$ cat src/rtl/pc_fetch_gen_if.sv
`default_nettype none
// ============================================================================
//  Module      : pc_fetch_gen_if
//  Description : Control/bus bundle between the pipeline control logic and
//                the IF-stage program-counter generator.
//                master : pipeline control / instruction-memory side (drives
//                         stall, redirects, ready; observes fetch address)
//                slave  : pc_fetch_gen itself
//  Revision    : 1.0 - initial release
// ============================================================================
interface pc_fetch_gen_if #(
  parameter int ADDR_W  = 32,
  parameter int STALL_W = 6
);

  // Pipeline control inputs towards the PC generator
  logic [STALL_W-1:0] stall;
  logic               branch_flag_i;
  logic [ADDR_W-1:0]  branch_target_i;
  logic               flush;
  logic [ADDR_W-1:0]  new_pc;
  logic               if_ready_i;

  // Fetch outputs from the PC generator
  logic [ADDR_W-1:0]  pc;
  logic               ce;
  logic               if_req_o;
  logic               pend_valid_o;
  logic               pc_misalign_o;

  modport master (
    output stall, branch_flag_i, branch_target_i, flush, new_pc, if_ready_i,
    input  pc, ce, if_req_o, pend_valid_o, pc_misalign_o
  );

  modport slave (
    input  stall, branch_flag_i, branch_target_i, flush, new_pc, if_ready_i,
    output pc, ce, if_req_o, pend_valid_o, pc_misalign_o
  );

endinterface
`default_nettype wire

$ cat src/rtl/pc_fetch_gen.sv
`default_nettype none
// ============================================================================
//  Module      : pc_fetch_gen
//  Description : IF-stage program-counter generator. Produces the registered
//                fetch address and chip enable, steps by STEP bytes, applies
//                flush and branch redirects, and holds on stall[0] or memory
//                back-pressure. A branch that arrives while the PC cannot
//                advance is parked in a one-entry pending-redirect register.
//  Config macro: PC_MISALIGN_CHK_EN
//                defined   -> redirect targets load unmodified and
//                             pc_misalign_o reports |pc[1:0]
//                undefined -> redirect targets are word-aligned before load
//                             and pc_misalign_o is tied low
//  Revision    : 1.0 - initial release
// ============================================================================
module pc_fetch_gen #(
  parameter int          ADDR_W       = 32,
  parameter logic [31:0] RESET_VECTOR = 32'hBFC0_0000,
  parameter int          STEP         = 4,
  parameter int          STALL_W      = 6
) (
  input  wire            clk,
  input  wire            rst,
  pc_fetch_gen_if.slave  bus
);

  localparam logic [ADDR_W-1:0] c_RESET_PC = ADDR_W'(RESET_VECTOR);
  localparam logic [ADDR_W-1:0] c_STEP     = ADDR_W'(STEP);
  localparam logic [ADDR_W-1:0] c_LOW_MASK = ADDR_W'(3);

  typedef enum logic [0:0] {
    ST_RESET = 1'b0,
    ST_RUN   = 1'b1
  } state_t;

  state_t            r_state;
  state_t            w_state_next;
  logic [ADDR_W-1:0] r_pc;
  logic [ADDR_W-1:0] w_pc_next;
  logic              r_pend_valid;
  logic              w_pend_valid_next;
  logic [ADDR_W-1:0] r_pend_target;
  logic [ADDR_W-1:0] w_pend_target_next;
  logic              w_ce;
  logic              w_advance;
  logic              w_unused_stall;

  // Only the IF bit of the stall vector matters; the rest is folded away.
  assign w_unused_stall = ^bus.stall;

  // Redirect targets either pass through or are forced word-aligned.
  function automatic logic [ADDR_W-1:0] f_align(input logic [ADDR_W-1:0] a);
`ifdef PC_MISALIGN_CHK_EN
    f_align = a;
`else
    f_align = a & ~c_LOW_MASK;
`endif
  endfunction

  // Chip enable is a pure decode of the state register, so it is glitch-free.
  assign w_ce      = (r_state == ST_RUN);
  assign w_advance = w_ce & ~bus.stall[0] & bus.if_ready_i;

  // State register: reset dominates everything.
  always_ff @(posedge clk) begin
    if (rst) begin
      r_state <= ST_RESET;
    end else begin
      r_state <= w_state_next;
    end
  end

  // Next-state, next-pc and pending-redirect selection in priority order.
  always_comb begin
    w_state_next       = r_state;
    w_pc_next          = r_pc;
    w_pend_valid_next  = r_pend_valid;
    w_pend_target_next = r_pend_target;
    case (r_state)
      ST_RESET: begin
        // First non-reset edge enables fetch; pc stays on the vector so the
        // first fetched address is the reset vector itself.
        w_state_next      = ST_RUN;
        w_pc_next         = c_RESET_PC;
        w_pend_valid_next = 1'b0;
      end
      ST_RUN: begin
        if (bus.flush) begin
          w_pc_next         = f_align(bus.new_pc);
          w_pend_valid_next = 1'b0;
        end else if (w_advance && bus.branch_flag_i) begin
          // A fresh branch supersedes any older parked redirect.
          w_pc_next         = f_align(bus.branch_target_i);
          w_pend_valid_next = 1'b0;
        end else if (w_advance && r_pend_valid) begin
          // Parked target was already aligned when it was captured.
          w_pc_next         = r_pend_target;
          w_pend_valid_next = 1'b0;
        end else if (w_advance) begin
          w_pc_next = r_pc + c_STEP;
        end else if (bus.branch_flag_i) begin
          // PC frozen: park the redirect, newest one wins.
          w_pend_target_next = f_align(bus.branch_target_i);
          w_pend_valid_next  = 1'b1;
        end
      end
      default: begin
        w_state_next = ST_RESET;
      end
    endcase
  end

  // PC and pending-redirect registers.
  always_ff @(posedge clk) begin
    if (rst) begin
      r_pc          <= c_RESET_PC;
      r_pend_valid  <= 1'b0;
      r_pend_target <= '0;
    end else begin
      r_pc          <= w_pc_next;
      r_pend_valid  <= w_pend_valid_next;
      r_pend_target <= w_pend_target_next;
    end
  end

`ifdef PC_MISALIGN_CHK_EN
  generate
    if (1) begin : g_misalign
      logic r_misalign;

      // Misalign flag tracks the pc register edge-for-edge.
      always_ff @(posedge clk) begin
        if (rst) begin
          r_misalign <= 1'b0;
        end else begin
          r_misalign <= |w_pc_next[1:0];
        end
      end

      assign bus.pc_misalign_o = r_misalign;
    end
  endgenerate
`else
  assign bus.pc_misalign_o = 1'b0;
`endif

  assign bus.pc           = r_pc;
  assign bus.ce           = w_ce;
  assign bus.pend_valid_o = r_pend_valid;
  // Request depends only on registered ce and stall, never on if_ready_i.
  assign bus.if_req_o     = w_ce & ~bus.stall[0];

endmodule
`default_nettype wire

$ cat src/flat_wrapper.sv
// flat-port wrapper written by rule: the top's interface ports become plain ports
module pc_fetch_gen_flat 
#(
  parameter int          ADDR_W       = 32,
  parameter logic [31:0] RESET_VECTOR = 32'hBFC0_0000,
  parameter int          STEP         = 4,
  parameter int          STALL_W      = 6
)
  (clk, rst, bus_stall, bus_branch_flag_i, bus_branch_target_i, bus_flush, bus_new_pc, bus_if_ready_i, bus_pc, bus_ce, bus_if_req_o, bus_pend_valid_o, bus_pc_misalign_o);
  pc_fetch_gen_if #(.ADDR_W(ADDR_W), .STALL_W(STALL_W)) bus_i ();
  input  wire clk;
  input  wire rst;
  input wire logic [$bits(bus_i.stall)-1:0] bus_stall;
  input wire logic [$bits(bus_i.branch_flag_i)-1:0] bus_branch_flag_i;
  input wire logic [$bits(bus_i.branch_target_i)-1:0] bus_branch_target_i;
  input wire logic [$bits(bus_i.flush)-1:0] bus_flush;
  input wire logic [$bits(bus_i.new_pc)-1:0] bus_new_pc;
  input wire logic [$bits(bus_i.if_ready_i)-1:0] bus_if_ready_i;
  output wire logic [$bits(bus_i.pc)-1:0] bus_pc;
  output wire logic [$bits(bus_i.ce)-1:0] bus_ce;
  output wire logic [$bits(bus_i.if_req_o)-1:0] bus_if_req_o;
  output wire logic [$bits(bus_i.pend_valid_o)-1:0] bus_pend_valid_o;
  output wire logic [$bits(bus_i.pc_misalign_o)-1:0] bus_pc_misalign_o;
  assign bus_i.stall = bus_stall;
  assign bus_i.branch_flag_i = bus_branch_flag_i;
  assign bus_i.branch_target_i = bus_branch_target_i;
  assign bus_i.flush = bus_flush;
  assign bus_i.new_pc = bus_new_pc;
  assign bus_i.if_ready_i = bus_if_ready_i;
  assign bus_pc = bus_i.pc;
  assign bus_ce = bus_i.ce;
  assign bus_if_req_o = bus_i.if_req_o;
  assign bus_pend_valid_o = bus_i.pend_valid_o;
  assign bus_pc_misalign_o = bus_i.pc_misalign_o;
  pc_fetch_gen #(.ADDR_W(ADDR_W), .RESET_VECTOR(RESET_VECTOR), .STEP(STEP), .STALL_W(STALL_W)) u_core (.clk(clk), .rst(rst), .bus(bus_i));
endmodule
$ cat config.mk
export PLATFORM = sky130hd
export DESIGN_NAME = pc_fetch_gen_flat
export DESIGN_NICKNAME = d
export VERILOG_FILES = /design/src/rtl/pc_fetch_gen_if.sv /design/src/rtl/pc_fetch_gen.sv /design/src/flat_wrapper.sv
export SDC_FILE = /design/constraint.sdc
export NUM_CORES = 1
export LEC_CHECK = 0
export ABC_AREA = 1
export CORE_ASPECT_RATIO = 0.6
export CORE_MARGIN = 5
export CORE_UTILIZATION = 49
export DETAILED_ROUTE_END_ITERATION = 8
export GPL_ROUTABILITY_DRIVEN = 0
export PLACE_DENSITY_LB_ADDON = 0.08
export SLEW_MARGIN = 20
export SYNTH_ARGS = -nofsm -noshare
export SYNTH_HDL_FRONTEND = slang
export SYNTH_SLANG_ARGS = --single-unit
$ cat constraint.sdc
create_clock -name clk -period 2 [get_ports clk]
set_input_delay 0.4 -clock clk [delete_from_list [all_inputs] [get_ports clk]]
set_output_delay 0.4 -clock clk [all_outputs]
set_load 0.01 [all_outputs]
# Yosys cells after proc, flatten, opt, wreduce, memory -nomap -nowiden
# Index checks and enable logic that the tools add are counted.
[op_classes] add_sub_neg=1 n_eq_ne=3 mux=12 bitwise=8 n_reduce_logical=4
[op_table] operator="$mux 32" count=4
[op_table] operator="$pmux 32 s2" count=1
[op_table] operator="$add 32x3->32 const B" count=1
[op_table] operator="$ne 5x5->1 const B" count=3
[op_table] operator="$mux 1" count=6
[op_table] operator="$not 1->1" count=6
[op_table] operator="$reduce_and 6->1" count=1
[op_table] operator="$and 1x1->1" count=2
[op_table] operator="$logic_and 1x1->1" count=2
[op_table] operator="$pmux 1 s2" count=1
[op_table] operator="$reduce_and 2->1" count=1
[totals] regBits=64 input_bits=75 output_inout_bits=36 word_cells=32

# Longest topological paths before layout
# Gate-level depths: netlist of the first run.
[logic_depth] depth_word=8 ltp_mapped=13 mapped_depth_nobuf=13

# Least setup slack after synthesis of the first run
# No wires, ideal clock.
[synth_path] path_kind="reg2reg" from="reg u_core.r_pc[3], in the netlist u_core.bus.pc[3]" to="reg u_core.r_pc[18], in the netlist u_core.bus.pc[18]" setup_time_ps=112 t_arrival_ps=1462 required_time_ps=1888 path_slack_ps=426 path_stages_with_launch=11 n_path_buf=0 period_less_slack_ps=1574 cell_sequence="dfxtp_1 -> ha_1 -> inv_1 -> nor2_4 -> nand2_2 -> nor2_1 -> xor2_1 -> o21ai_0 -> nand2_1 -> nand2_1 -> nand2_1"
[synth_between] elab_chain_len=6
[synth_lines] element="start, declared" line="pc_fetch_gen.sv:38" text="logic [ADDR_W-1:0] r_pc;"
[synth_lines] element="start signal, assigned" line="pc_fetch_gen.sv:116" text="r_pc <= c_RESET_PC;"
[synth_lines] element="start signal, assigned" line="pc_fetch_gen.sv:120" text="r_pc <= w_pc_next;"
[synth_lines] element="$add 32x3->32" line="pc_fetch_gen.sv:100" text="w_pc_next = r_pc + c_STEP;"
[synth_lines] element="$mux 32" line="pc_fetch_gen.sv:99" text="end else if (w_advance) begin"
[synth_lines] element="$mux 32" line="pc_fetch_gen.sv:95" text="end else if (w_advance && r_pend_valid) begin"
[synth_lines] element="$mux 32" line="pc_fetch_gen.sv:91" text="end else if (w_advance && bus.branch_flag_i) begin"
[synth_lines] element="$mux 32" line="pc_fetch_gen.sv:88" text="if (bus.flush) begin"
[synth_lines] element="$pmux 32 s2" line="pc_fetch_gen.sv:79" text="case (r_state)"
# Every way passes these cells. The select of a mux whose other input is x is not followed.
# A chain may end at the register's enable or synchronous reset.

# Worst setup path after layout of the first run
[layout_path] from="in bus_stall[0]" to="out bus_if_req_o"
[layout_between] elab_chain_len=2
[layout_lines] element="start, declared" line="flat_wrapper.sv:13" text="input wire logic [$bits(bus_i.stall)-1:0] bus_stall;"
[layout_lines] element="$not 1->1" line="pc_fetch_gen.sv:151" text="assign bus.if_req_o = w_ce & ~bus.stall[0];"
[layout_lines] element="$and 1x1->1" line="pc_fetch_gen.sv:151"
[layout_lines] element="end, declared" line="flat_wrapper.sv:21" text="output wire logic [$bits(bus_i.if_req_o)-1:0] bus_if_req_o;"
# Every way passes these cells.

==> results of run 1 <==
cell usage after synthesis, types with 2 or more instances:
cell      number  area share [%]
o21ai_1       13             1.6
nand2_2        6            0.91
buf_4         10             1.8
nand2_1      202              18
nor2_1        68             6.2
inv_4          2            0.30
inv_1         46             4.2
o211ai_1       2            0.37
a21oi_1       75             9.1
buf_6          3            0.82
nor2_2         6            0.91
buf_2         12             1.5
inv_2          4            0.37
dfxtp_1       62              30
xnor2_1        5             1.1
nor3_1         5            0.61
nor2_4        10             2.7
a211oi_1       8             1.5
xor2_1         6             1.3
o21ai_0       51             6.2
nand3_1       36             4.4
clkinv_1       2            0.18
clkbuf_1      12             1.1
nand2_4        5             1.4
routing by layer:
layer / track usage, % / up-vias / share of wire, %
li1: - / 2336 / -
met1: 37.35 / 2121 / 47
met2: 40.08 / 262 / 41
met3: 6.570 / 20 / 10
met4: 5.297 / 0 / 1.0
met5: 0 / - / 0
worst min-delay path, delay by kind of cell (launching register included):
family                 cells  cell delay (ns)
buffers and inverters      1             0.06
flip-flops                 1             0.29
AO/OA/AOI/OAI              1             0.05
power by group through the flow:
stage	registers [mW]	clock network [mW]	logic, mW
after global placement	1.38	0	0.600
after detailed placement	1.38	0	0.609
after CTS	1.36	1.60	0.616
after global routing	1.37	1.67	0.681
final	1.36	1.58	0.621
after floorplan	1.38	0	0.301
how the worst max path moves through the flow:
stage / from / slack, ns / depth (start not counted) / to
6_report: bus_stall[0] / 0.05 / 3 / bus_if_req_o
5_1_grt: u_core.bus.pc[3] / 0.02 / 11 / u_core.bus.pc[10]
4_1_cts: u_core.bus.ce / 0.02 / 3 / bus_if_req_o
3_5_place_dp: bus_stall[0] / -0.02 / 10 / u_core.bus.pc[3]
3_3_place_gp: bus_stall[0] / 0.01 / 8 / u_core.r_pend_target[15]
2_1_floorplan: u_core.bus.pc[3] / 0.43 / 10 / u_core.bus.pc[18]
cell families (layout without fill, tap and decap cells):
kind of cell,count (synthesis),count (layout)
adder cells (fa/ha/maj),1,1
AO/OA/AOI/OAI,154,154
AND/OR/NAND/NOR,344,344
other,1,3
flip-flops,62,62
buffers and inverters,91,192
XOR/XNOR,11,11
state kept, by name (all words and copies together), names as in the netlist:
register / count
u_core.bus.pc: 30
u_core.bus.ce: 1
u_core.bus.pend_valid_o: 1
u_core.r_pend_target: 30
area by class of cell:
type	count	area, um2	share of cell area (%)
Timing Repair Buffer	122	1199	21.64
Sequential cell	62	1242	22.43
Inverter	54	210.2	3.794
Tap cell	108	135.1	2.439
Multi-Input combinational cell	513	2452	44.26
Clock inverter	4	45.04	0.8130
Clock buffer	12	256.5	4.630
metrics by stage:
| step | area [um2] | setup TNS (ns) | utilization [%] | worst slack (ns) | cells |
|---|---|---|---|---|---|
| 4_1_cts | 5537 | 0 | 69.14 | 0.02120 | 875 |
| 2_1_floorplan | 4115 | 0 | - | 0.4258 | 666 |
| 3_3_place_gp | 5235 | 0 | 65.38 | 0.01279 | 859 |
| 5_1_grt | 5540 | 0 | 69.19 | 0.02471 | 875 |
| 6_report | 5540 | 0 | 69.19 | 0.04717 | 875 |
| 3_5_place_dp | 5235 | -0.03374 | 65.38 | -0.02234 | 859 |
timing repair:
action                                  CTS  global route
resized for setup                         0             2
buffers inserted                          0             0
endpoints found under the setup margin    0             1
==> qor.csv, run 1 <==
metric,value,unit
slew_viol_final,0,
avgSynthCellArea,6.186,um2
yosys_warnings,0,
grt_usage,26.17,%
final_common_cell,nand2_1,
n_antenna_cell,0,
end_kind,primary output,
synthSimpleGateAreaFrac,36.98,%
dr.pass1.iters,6,
internal-power,2.630,mW
cts_root_buf,clkbuf_16,
pwr-share-comb,17.4,%
hpwl,9815,um
ios,111,
slowest_stage,clkdlybuf4s50_1,
synth_fa_ha_area_share,0.3046,%
r2r-start,u_core.bus.pc[3],
core,0.008008,mm2
ir_worst_vdd,0.4595,mV
drt-wirelength-per-cell,15.17,um
start_util,51.30,%
sw_frac_of_total,26.07,%
worstPathMaxFanout,2,
period_minus_slack,1.953,ns
worst_r2r_endpoint,u_core.bus.pc[12],
hold_viol_final,0,
hold_slack,0.4491,ns
r2r_slack,0.16,ns
rows,25,
crit_chain,clkdlybuf4s50_1 > nor2_4 > clkdlybuf4s50_1,
drc,0,
status,"complete, no violations",
die_x,128.2,um
p_clk_share,44.3,%
synth_cells,664,
cts_sinks,62,
hp-start,u_core.r_pend_target[12],
ys_seq_area_share,30.22,%
drv_cap,0,
hold_buffers,0,
critical_path_class,input port to primary output,
finalClockSkew,0.006809,ns
finalSetupViolations,0,
first_iter_violations,525,
p_total,3.557,mW
min_to,u_core.r_pend_target[12],
r2r_cells,9,
clk_latency,0.33,ns
clk_pin_slew_worst_paths,0.05,ns
critical_path_buf_inv_count,2,
finalCritPeriodShare,97.64,%
timing.hold.worst_path_depth,2,
h-tree-depth,3,
cts_tree,built,
cts_made_buffers,9,
final_cell_mix,"nand2_1, clkdlybuf4s50_1, a21oi_1",
syn2layout_area_growth,34.88,%
cp-start-kind,input port,
hold_path.class,flop to flop,
synth-compound-area-share,19.80,%
cp.arrival,1.55,ns
first_global_vias,4315,
die_h,80.92,um
portBuffers,98,
nNetsFinal,838,
synth_flop_cell,dfxtp_1,
drive_gt1_share,10.04,%
antenna_found_initial,0,
power_density,642.1,mW/mm2
grt_max_degree,50,
critPathMaxStageDelay,0.57,ns
cp_common_cell,clkdlybuf4s50_1,
yosysUniqueCellTypes,37,
grt_first_pass_wirelength,21530,um
vias,4739,
crit_family,buffers and inverters,
synth_xor_area_share,2.345,%
fmax,512.1,MHz
power.share.sequential,38.2,%
die_area,0.01037,mm2
leakage,2.329,nW
synth_edf_count,0,
grt_overflow,0,
synthArstFlopShare,0,%
switchingPower,0.9275,mW
synth_top_family_by_area,simple AND/OR/NAND/NOR gates,
clockBufferDepth,2,
synth.ff_latch_count,62,
vias_per_cell,5.416,
routed_wl,13270,um
drtAntennaViolNets,0,
required,1.60,ns
rsz0062_at_grt,no,
muxShareOfSynthArea,0,%
fillers,687,
synth_area,0.004108,mm2
Power figures use the tool's default switching activity.
==> inputs of run 2 (changes only) <==
Settings changed: CAP_MARGIN set to 0.
==> results of run 2 <==
No change in the layout: final DEF, timing and power equal those of run 1.
==> inputs of run 3 (changes only) <==
Settings changed: CAP_MARGIN 0 to unset, GPL_ROUTABILITY_DRIVEN 0 to 1.
==> run 3 against run 2 <==
  * Maximum frequency rose by 3.3%
  * Critical path depth fell by 1
  * Clock skew barely moved
  * Utilization rose by 0.84 points
  * Total power barely moved
  * Die area did not move
==> qor.csv, run 3 (synthesis results as in run 1) <==
metric,value,unit,change
finalCritPeriodShare,94.56,%,was 97.64%
ios,111,,unchanged
grt_max_degree,50,,unchanged
worstPathMaxFanout,5,,was 2
final_cell_mix,"nand2_1, clkdlybuf4s50_1, a21oi_1",,unchanged
critPathMaxStageDelay,0.54,ns,was 0.57 ns
grt_overflow,0,,unchanged
grt_usage,28.31,%,was 26.17%
antenna_found_initial,0,,unchanged
hpwl,10930,um,was 9815 um
cts_root_buf,clkbuf_16,,unchanged
core,0.008008,mm2,unchanged
drv_cap,0,,unchanged
finalSetupViolations,0,,unchanged
clk_pin_slew_worst_paths,0.05,ns,about the same
gp_congestion,0.8897,,
cts_made_buffers,9,,unchanged
cp.arrival,1.49,ns,was 1.55 ns
crit_chain,buf_4 > clkdlybuf4s50_1,,was clkdlybuf4s50_1 > nor2_4 > clkdlybuf4s50_1
fmax,528.8,MHz,was 512.1 MHz
die_area,0.01037,mm2,unchanged
stdcell_count,883,,was 875
post-cts-setup-buffer-count,0,,unchanged
drive_gt1_share,10.84,%,was 10.04%
hp-start,u_core.r_pend_target[16],,was u_core.r_pend_target[12]
status,"complete, no violations",,unchanged
timing.hold.worst_path_depth,2,,unchanged
worst_r2r_endpoint,u_core.bus.pc[7],,was u_core.bus.pc[12]
clk_latency,0.33,ns,about the same
cp-start-kind,flop,,was input port
ir_worst_vdd,0.4844,mV,was 0.4595 mV
die_x,128.2,um,unchanged
first_iter_violations,431,,was 525
nNetsFinal,847,,was 838
syn2layout_area_growth,36.52,%,was 34.88%
min_to,u_core.r_pend_target[16],,was u_core.r_pend_target[12]
final_core_util,70.03,%,was 69.19%
r2r_cells,11,,was 9
vias_per_cell,5.495,,was 5.416
r2r-start,u_core.bus.ce,,was u_core.bus.pc[3]
power_density,634.0,mW/mm2,was 642.1 mW/mm2
grt_first_pass_wirelength,23220,um,was 21530 um
drt-wirelength-per-cell,16.38,um,was 15.17 um
hold_path.class,flop to flop,,unchanged
leakage,2.386,nW,was 2.329 nW
hold_slack,0.4541,ns,was 0.4491 ns
critical_path_class,flop to primary output,,was input port to primary output
final_common_cell,nand2_1,,unchanged
portBuffers,98,,unchanged
rows,25,,unchanged
dr.pass1.iters,5,,was 6
slew_viol_final,0,,unchanged
rsz0062_at_grt,no,,unchanged
routed_wl,14460,um,was 13270 um
cts_sinks,62,,unchanged
required,1.60,ns,about the same
finalClockSkew,0.006402,ns,was 0.006809 ns
cts_tree,built,,unchanged
clockBufferDepth,2,,unchanged
hold_viol_final,0,,unchanged
period_minus_slack,1.891,ns,was 1.953 ns
drtAntennaViolNets,0,,unchanged
first_global_vias,4601,,was 4315
p_total,3.556,mW,was 3.557 mW
start_util,51.30,%,unchanged
placed_cells,868,,was 859
vias,4852,,was 4739
die_h,80.92,um,unchanged
r2r_slack,0.18,ns,was 0.16 ns
n_antenna_cell,0,,unchanged
end_kind,primary output,,unchanged
h-tree-depth,3,,unchanged
slowest_stage,clkdlybuf4s50_1,,unchanged
drc,0,,unchanged
-- run 3: report_power, final --
group | leakage (nW) | internal, mW | switching [mW]
registers | 0.507 | 1.30 | 0.0600
clock network | 0.141 | 0.987 | 0.564
logic | 1.74 | 0.319 | 0.329
-- run 3: cell type report --
class	instances	area (um2)
multi-input cells	513	2452
repair buffers	131	1281
fillers	712	2400
flip-flops and latches	62	1241
well taps	108	135.1
clock buffers	11	242.7
clock inverters	4	47.55
inverters	54	207.7
-- run 3: stage by stage --
| stage | worst slack (ns) | area (um2) | TNS, ns |
|---|---|---|---|
| 6_report | 0.1088 | 5608 | 0 |
| 5_1_grt | 0.05442 | 5608 | 0 |
| 4_1_cts | 0.03277 | 5605 | 0 |
| 3_5_place_dp | -0.02470 | 5315 | -0.04886 |
| 3_3_place_gp | 0.05089 | 5315 | 0 |
| 2_1_floorplan | 0.4258 | 4115 | 0 |
-- run 3: how the worst max path moves through the flow --
| stage | end | start | slack [ns] |
|---|---|---|---|
| after floorplan | u_core.bus.pc[18] | u_core.bus.pc[3] | 0.43 |
| after global placement | u_core.bus.pc[14] | bus_stall[0] | 0.05 |
| after detailed placement | u_core.bus.pc[7] | bus_stall[0] | -0.02 |
| after CTS | bus_if_req_o | u_core.bus.ce | 0.03 |
| after global routing | u_core.bus.pc[7] | u_core.bus.ce | 0.05 |
| final | bus_pc[4] | u_core.bus.pc[4] | 0.11 |
-- run 3: worst max-delay path: cells and delay by family, from the launching register on --
family                 cells  cell delay, ns
flip-flops                 1            0.46
buffers and inverters      2            0.71
-- run 3: layer usage --
layer	vias to the layer above	GRT usage [%]	routed length (um)
li1	2358	-	-
met1	2203	39.19	6655
met2	267	43.51	6127
met3	24	7.424	1488
met4	0	8.157	193
met5	-	0	0
-- run 3: repair_timing --
action	4_1_cts	5_1_grt
hold buffers	0	0
endpoints found under the hold margin	0	0
gates resized for setup	0	1
endpoints found under the setup margin	0	1
